### src/rtl/pwm_capture_ip.sv
// PWM capture: measures period and high time of an asynchronous PWM input, flags stuck input.
// Optional glitch filter enabled by defining PWM_CAPTURE_FILTER_EN.
module pwm_capture_ip #(
  parameter int unsigned           CNT_WIDTH      = 32,
  parameter int unsigned           SYNC_STAGES    = 2,
  parameter logic [CNT_WIDTH-1:0]  TIMEOUT_CYCLES = CNT_WIDTH'(1_000_000),
  parameter int unsigned           FILTER_CYCLES  = 4
) (
  input  logic                 clk,
  input  logic                 rst_n,
  input  logic                 enable,
  input  logic                 pwm_in,
  output logic [CNT_WIDTH-1:0] period_cycles_o,
  output logic [CNT_WIDTH-1:0] high_cycles_o,
  output logic                 meas_valid,
  output logic                 stuck_o,
  output logic                 stuck_level_o
);

  if (SYNC_STAGES < 2 || FILTER_CYCLES < 1) begin : g_param_check
    $error("pwm_capture_ip: SYNC_STAGES must be >= 2 and FILTER_CYCLES >= 1");
  end

  typedef enum logic [1:0] {StIdle, StArm, StHigh, StLow} state_e;

  localparam logic [CNT_WIDTH-1:0] TimeoutLast = TIMEOUT_CYCLES - 1'b1;

  logic [SYNC_STAGES-1:0] r_sync;
  logic                   w_sync;
  logic                   w_level;
  logic                   r_prev;
  logic                   w_rise;
  logic                   w_fall;
  logic                   w_edge;
  logic                   w_timeout;

  state_e                 r_state, w_state_d;
  logic [CNT_WIDTH-1:0]   r_cnt, w_cnt_d;
  logic [CNT_WIDTH-1:0]   r_hi_tmp, w_hi_tmp_d;
  logic [CNT_WIDTH-1:0]   r_idle, w_idle_d;
  logic [CNT_WIDTH-1:0]   r_period, w_period_d;
  logic [CNT_WIDTH-1:0]   r_high, w_high_d;
  logic                   r_valid, w_valid_d;
  logic                   r_stuck, w_stuck_d;
  logic                   r_stuck_lvl, w_stuck_lvl_d;
  logic [CNT_WIDTH-1:0]   w_cnt_inc;
  logic [CNT_WIDTH-1:0]   w_idle_inc;

  always_ff @(posedge clk or negedge rst_n) begin
    if (!rst_n) begin
      r_sync <= '0;
    end else begin
      r_sync <= {r_sync[SYNC_STAGES-2:0], pwm_in};
    end
  end

  assign w_sync = r_sync[SYNC_STAGES-1];

`ifdef PWM_CAPTURE_FILTER_EN
  localparam int unsigned FiltW = $clog2(FILTER_CYCLES + 1);

  logic [FiltW-1:0] r_filt_cnt;
  logic             r_filt;

  // New level must persist FILTER_CYCLES consecutive cycles before it is accepted.
  always_ff @(posedge clk or negedge rst_n) begin
    if (!rst_n) begin
      r_filt     <= 1'b0;
      r_filt_cnt <= '0;
    end else if (w_sync == r_filt) begin
      r_filt_cnt <= '0;
    end else if (r_filt_cnt == FiltW'(FILTER_CYCLES - 1)) begin
      r_filt     <= w_sync;
      r_filt_cnt <= '0;
    end else begin
      r_filt_cnt <= r_filt_cnt + 1'b1;
    end
  end

  assign w_level = r_filt;
`else
  assign w_level = w_sync;
`endif

  always_ff @(posedge clk or negedge rst_n) begin
    if (!rst_n) begin
      r_prev <= 1'b0;
    end else begin
      r_prev <= w_level;
    end
  end

  assign w_rise     = w_level & ~r_prev;
  assign w_fall     = ~w_level & r_prev;
  assign w_edge     = w_rise | w_fall;
  assign w_cnt_inc  = (r_cnt == '1) ? r_cnt : r_cnt + 1'b1;
  assign w_idle_inc = (r_idle == '1) ? r_idle : r_idle + 1'b1;
  // An edge in the same cycle suppresses the timeout.
  assign w_timeout  = (TIMEOUT_CYCLES != '0) && (r_idle == TimeoutLast) && !w_edge;

  always_comb begin
    w_state_d     = r_state;
    w_cnt_d       = r_cnt;
    w_hi_tmp_d    = r_hi_tmp;
    w_idle_d      = r_idle;
    w_period_d    = r_period;
    w_high_d      = r_high;
    w_valid_d     = 1'b0;
    w_stuck_d     = r_stuck;
    w_stuck_lvl_d = r_stuck_lvl;

    if (!enable) begin
      w_state_d = StIdle;
      w_cnt_d   = '0;
      w_idle_d  = '0;
      w_stuck_d = 1'b0;
    end else begin
      w_idle_d = w_edge ? '0 : w_idle_inc;
      if (w_edge) w_stuck_d = 1'b0;

      unique case (r_state)
        StIdle: begin
          w_state_d = StArm;
          w_cnt_d   = '0;
          w_idle_d  = '0;
        end
        StArm: begin
          if (w_rise) begin
            w_cnt_d   = CNT_WIDTH'(1);
            w_state_d = StHigh;
          end
        end
        StHigh: begin
          w_cnt_d = w_cnt_inc;
          if (w_fall) begin
            w_hi_tmp_d = r_cnt;
            w_state_d  = StLow;
          end
        end
        StLow: begin
          if (w_rise) begin
            w_period_d = r_cnt;
            w_high_d   = r_hi_tmp;
            w_valid_d  = 1'b1;
            w_cnt_d    = CNT_WIDTH'(1);
            w_state_d  = StHigh;
          end else begin
            w_cnt_d = w_cnt_inc;
          end
        end
        default: w_state_d = StIdle;
      endcase

      if (w_timeout && (r_state != StIdle)) begin
        w_stuck_d     = 1'b1;
        w_stuck_lvl_d = w_level;
        w_state_d     = StArm;
        w_cnt_d       = '0;
        w_idle_d      = '0;
      end
    end
  end

  always_ff @(posedge clk or negedge rst_n) begin
    if (!rst_n) begin
      r_state     <= StIdle;
      r_cnt       <= '0;
      r_hi_tmp    <= '0;
      r_idle      <= '0;
      r_period    <= '0;
      r_high      <= '0;
      r_valid     <= 1'b0;
      r_stuck     <= 1'b0;
      r_stuck_lvl <= 1'b0;
    end else begin
      r_state     <= w_state_d;
      r_cnt       <= w_cnt_d;
      r_hi_tmp    <= w_hi_tmp_d;
      r_idle      <= w_idle_d;
      r_period    <= w_period_d;
      r_high      <= w_high_d;
      r_valid     <= w_valid_d;
      r_stuck     <= w_stuck_d;
      r_stuck_lvl <= w_stuck_lvl_d;
    end
  end

  assign period_cycles_o = r_period;
  assign high_cycles_o   = r_high;
  assign meas_valid      = r_valid;
  assign stuck_o         = r_stuck;
  assign stuck_level_o   = r_stuck_lvl;

endmodule

### config.mk
export PLATFORM = sky130hd
export DESIGN_NAME = pwm_capture_ip
export DESIGN_NICKNAME = d
export VERILOG_FILES = /design/src/rtl/pwm_capture_ip.sv
export SDC_FILE = /design/constraint.sdc
export NUM_CORES = 1
export LEC_CHECK = 0
export CORE_MARGIN = 2
export CORE_UTILIZATION = 50
export CTS_CLUSTER_DIAMETER = 100
export CTS_CLUSTER_SIZE = 40
export DETAILED_ROUTE_END_ITERATION = 8
export HOLD_SLACK_MARGIN = 0.02
export PLACE_DENSITY = 0.71
export SLEW_MARGIN = 20
export SYNTH_ARGS = -nofsm -noshare
export SYNTH_HDL_FRONTEND = slang
export SYNTH_SLANG_ARGS = --single-unit
export TNS_END_PERCENT = 100
### constraint.sdc
create_clock -name clk -period 3.2 [get_ports clk]
set_clock_uncertainty 0.15 [all_clocks]
set_input_delay 0.48 -clock clk [delete_from_list [all_inputs] [get_ports clk]]
set_output_delay 0.48 -clock clk [all_outputs]
set_load 0.01 [all_outputs]
==> run_results.csv <==
group,metric,value,unit
status,status,"finished, final reports clean",
place,post-dp-hpwl,11400,um
sta,relSlewSlack,0.437,
final_layout,synthToLayoutAreaGrowth,20.4,%
drt,wl,16500,um
grt,grt.overflow.total,0,
hold_path,hp-class,"reg2reg",
clocking,cts_buffers,17,
yosys,yosys_warnings,0,
grt,use_met2,0.340,
worst_setup_path,r2r_slack,0.46,ns
sta,finalHoldViolCount,0,
worst_setup_path,crit_top_cell,"nand3_1",
floorplanning,start_util,0.515,
drt,wire_per_inst,15.9,um
drt,avgViaCountPerCell,5.66,
worst_setup_path,arrival,2.94,ns
drt,via_count,5890,
worst_setup_path,critPathBufInv,0,
clocking,root_buffer,"clkbuf_16",
sta,finalCritPeriodShare,0.856,
clocking,numClockSinks,168,
drt,dr.first_iter.drc_count,446,
grt,grt_max_degree,67,
power_and_ir_drop,p_switching,0.946,mW
clocking,ctsResizeCount,0,
grt,grt_pass1_wl,28200,um
yosys,synth_seq_area_share,0.560,
sta,fmax,365,MHz
power_and_ir_drop,seqPwrFrac,0.489,
sta,fin_crit,2.74,ns
worst_setup_path,cp_top_family,"simple AND/OR/NAND/NOR gates",
drt,postRouteAntennaNets,0,
clocking,clkLatencyLatePin,0.43,ns
yosys,avgSynthCellArea,9.72,um2
grt,grt_use_met3,0.0363,
sta,finalSetupViolCount,0,
final_layout,final_nets,852,
yosys,synth_edf_count,0,
drt,first_pass_iters,5,
worst_setup_path,path_cells,"ha_1 -> nand3_1 -> nor4_1 -> nand3_1 -> o211ai_1 -> o21ai_0 -> a21oi_1",
sta,totalNegativeSetupSlack,0,ns
clocking,cts_tree,"yes",
drt,drc_errors,0,
yosys,synthArstFlopShare,1.00,
power_and_ir_drop,p_sw_frac,0.216,
power_and_ir_drop,peakVddDrop,380,uV
clocking,cts-htree-levels,4,
sta,rsz0062_at_grt,"false",
floorplanning,die_y,127,um
clocking,post_cts.repair.setup_buffers,0,
place,globalplace.congestion,0.908,
grt,grt_util_met1,0.309,
clocking,postCtsHoldBufs,1,
worst_setup_path,end_kind,"register",
worst_setup_path,cp_slowest_stage_delay,0.47,ns
yosys,ys.flop_type,"dfrtp_1",
grt,grt-busiest-layer,"met2",
yosys,synthesis.area,7510,um2
grt,grt_antenna_before_repair,0,
yosys,synth_nets,781,
final_layout,antenna_cells,0,
floorplanning,die_area,16000,um2
worst_setup_path,critPathLaunchType,"register",
grt,grt_usage,0.218,
yosys,synth_seq_cells,168,
final_layout,fin_util,0.620,
clocking,path_clk_slew,0.07,ns
sta,final_max_slew_viol_count,0,
worst_setup_path,crit_fanout,12,
clocking,clockBufferDepth,2,
sta,worst_slew_pin_slew,0.844,ns
grt,grt_pass1_vias,5696,
worst_setup_path,cp_slowest_cell,"dfrtp_1",
place,portBuffers,70,
run,drv_cap,0,
final_layout,drive_above_1_share,0.109,
floorplanning,dieWidth,127,um
power_and_ir_drop,cellLeakagePower,4.08,nW
floorplanning,row_count,44,
power_and_ir_drop,p_int,3.43,mW
yosys,yosysUniqueCellTypes,49,
power_and_ir_drop,power.density,484,nW/um2
worst_setup_path,criticalPathCategory,"reg2reg",
power_and_ir_drop,combPwrFrac,0.026,
floorplanning,pin_count,71,
floorplanning,core-area,14600,um2
power_and_ir_drop,clockPowerShare,0.485,
worst_setup_path,crit_required,3.40,ns
yosys,synthCells,773,
[Yosys cell counts, drive strengths merged, types with 5 or more instances]
master	count	area, um2
nor3	10	55.1
or3	17	106
nand2	212	796
dfrtp	168	4200
nor2	49	184
nand3	25	125
and4	5	43.8
xor2	14	123
buf	13	68.8
xnor2	15	131
o211ai	17	133
o21ai	40	204
and2	5	31.3
and3	13	81.3
mux2	27	304
clkbuf	21	78.8
nand4	16	113
a21oi	32	160
nor4	7	62.6
or4	9	67.6
inv	19	71.3
[layout make-up]
cell class,count,area [um2]
clock buffers,19,453
clock inverters,13,169
fillers,1168,5550
inverters,19,71.3
multi-input cells,552,3090
flip-flops and latches,168,4200
well taps,184,230
repair buffers,86,825
[logic make-up after synthesis]
kind of cell    count (synthesis)  share of synthesized area
compound gates                108                     0.0883
xor+xnor                       29                     0.0338
fa+ha+maj                       4                    0.00666
buf+inv                        53                     0.0292
flops                         168                      0.560
mux                            31                     0.0458
simple gates                  380                      0.236
[through the flow]
| stage | hold slack (ns) | area [um2] | std cells | setup WS, ns | power (mW) |
|---|---|---|---|---|---|
| 6_report | 0.209 | 9040 | 1041 | 0.462 | 4.38 |
| 5_1_grt | 0.217 | 9040 | 1041 | 0.256 | 4.53 |
| 4_1_cts | 0.205 | 9040 | 1041 | 0.518 | 4.42 |
| 3_5_place_dp | 0.190 | 8410 | 1008 | 0.525 | 2.30 |
| 3_3_place_gp | 0.184 | 8410 | 1008 | 0.601 | 2.29 |
| 2_1_floorplan | 0.0344 | 7510 | 773 | 0.925 | 2.23 |
[cell usage in the layout (no fill, tap or decap), types with 16 or more instances in the layout]
cell / synthesis / layout
clkbuf_16: 0 / 17
nor2_1: 49 / 49
dfrtp_1: 168 / 168
inv_1: 19 / 18
nand2_1: 212 / 212
mux2_2: 27 / 27
o211ai_1: 16 / 16
nand3_1: 25 / 25
clkdlybuf4s50_1: 0 / 69
a21oi_1: 32 / 32
o21ai_0: 35 / 35
or3_1: 17 / 17
[registers in the layout, summed over array words and instances, names as in the netlist]
register	flops
high_cycles_o	32
meas_valid	1
period_cycles_o	32
r_cnt	32
r_hi_tmp	32
r_idle	32
r_prev	1
r_state	2
r_sync	2
stuck_level_o	1
stuck_o	1
[layer usage]
layer	wire (um)	part of all wire
met5	0	0
met4	295	0.018
met3	731	0.044
met2	7850	0.47
met1	7670	0.46
[path summary, 6_finish.rpt]
path                                 from             endpoint  cells after the start
worst max-delay path             r_cnt[0]            r_cnt[19]                      7
worst min-delay path            r_sync[0]            r_sync[1]                      0
worst max register to register   r_cnt[0]            r_cnt[19]                      7
worst min register to register  r_sync[0]            r_sync[1]                      0
max in group asynchronous           rst_n         r_hi_tmp[12]                      3
min in group asynchronous           rst_n  period_cycles_o[10]                      2
[power groups by stage]
stage	Clock [mW]	Sequential, mW	Combinational, mW
final	2.12	2.14	0.116
after global routing	2.25	2.14	0.134
after CTS	2.16	2.14	0.120
after detailed placement	0	2.18	0.118
after global placement	0	2.18	0.114
after floorplan	0	2.18	0.0542
Note: power is estimated with default switching activity, not from simulation.
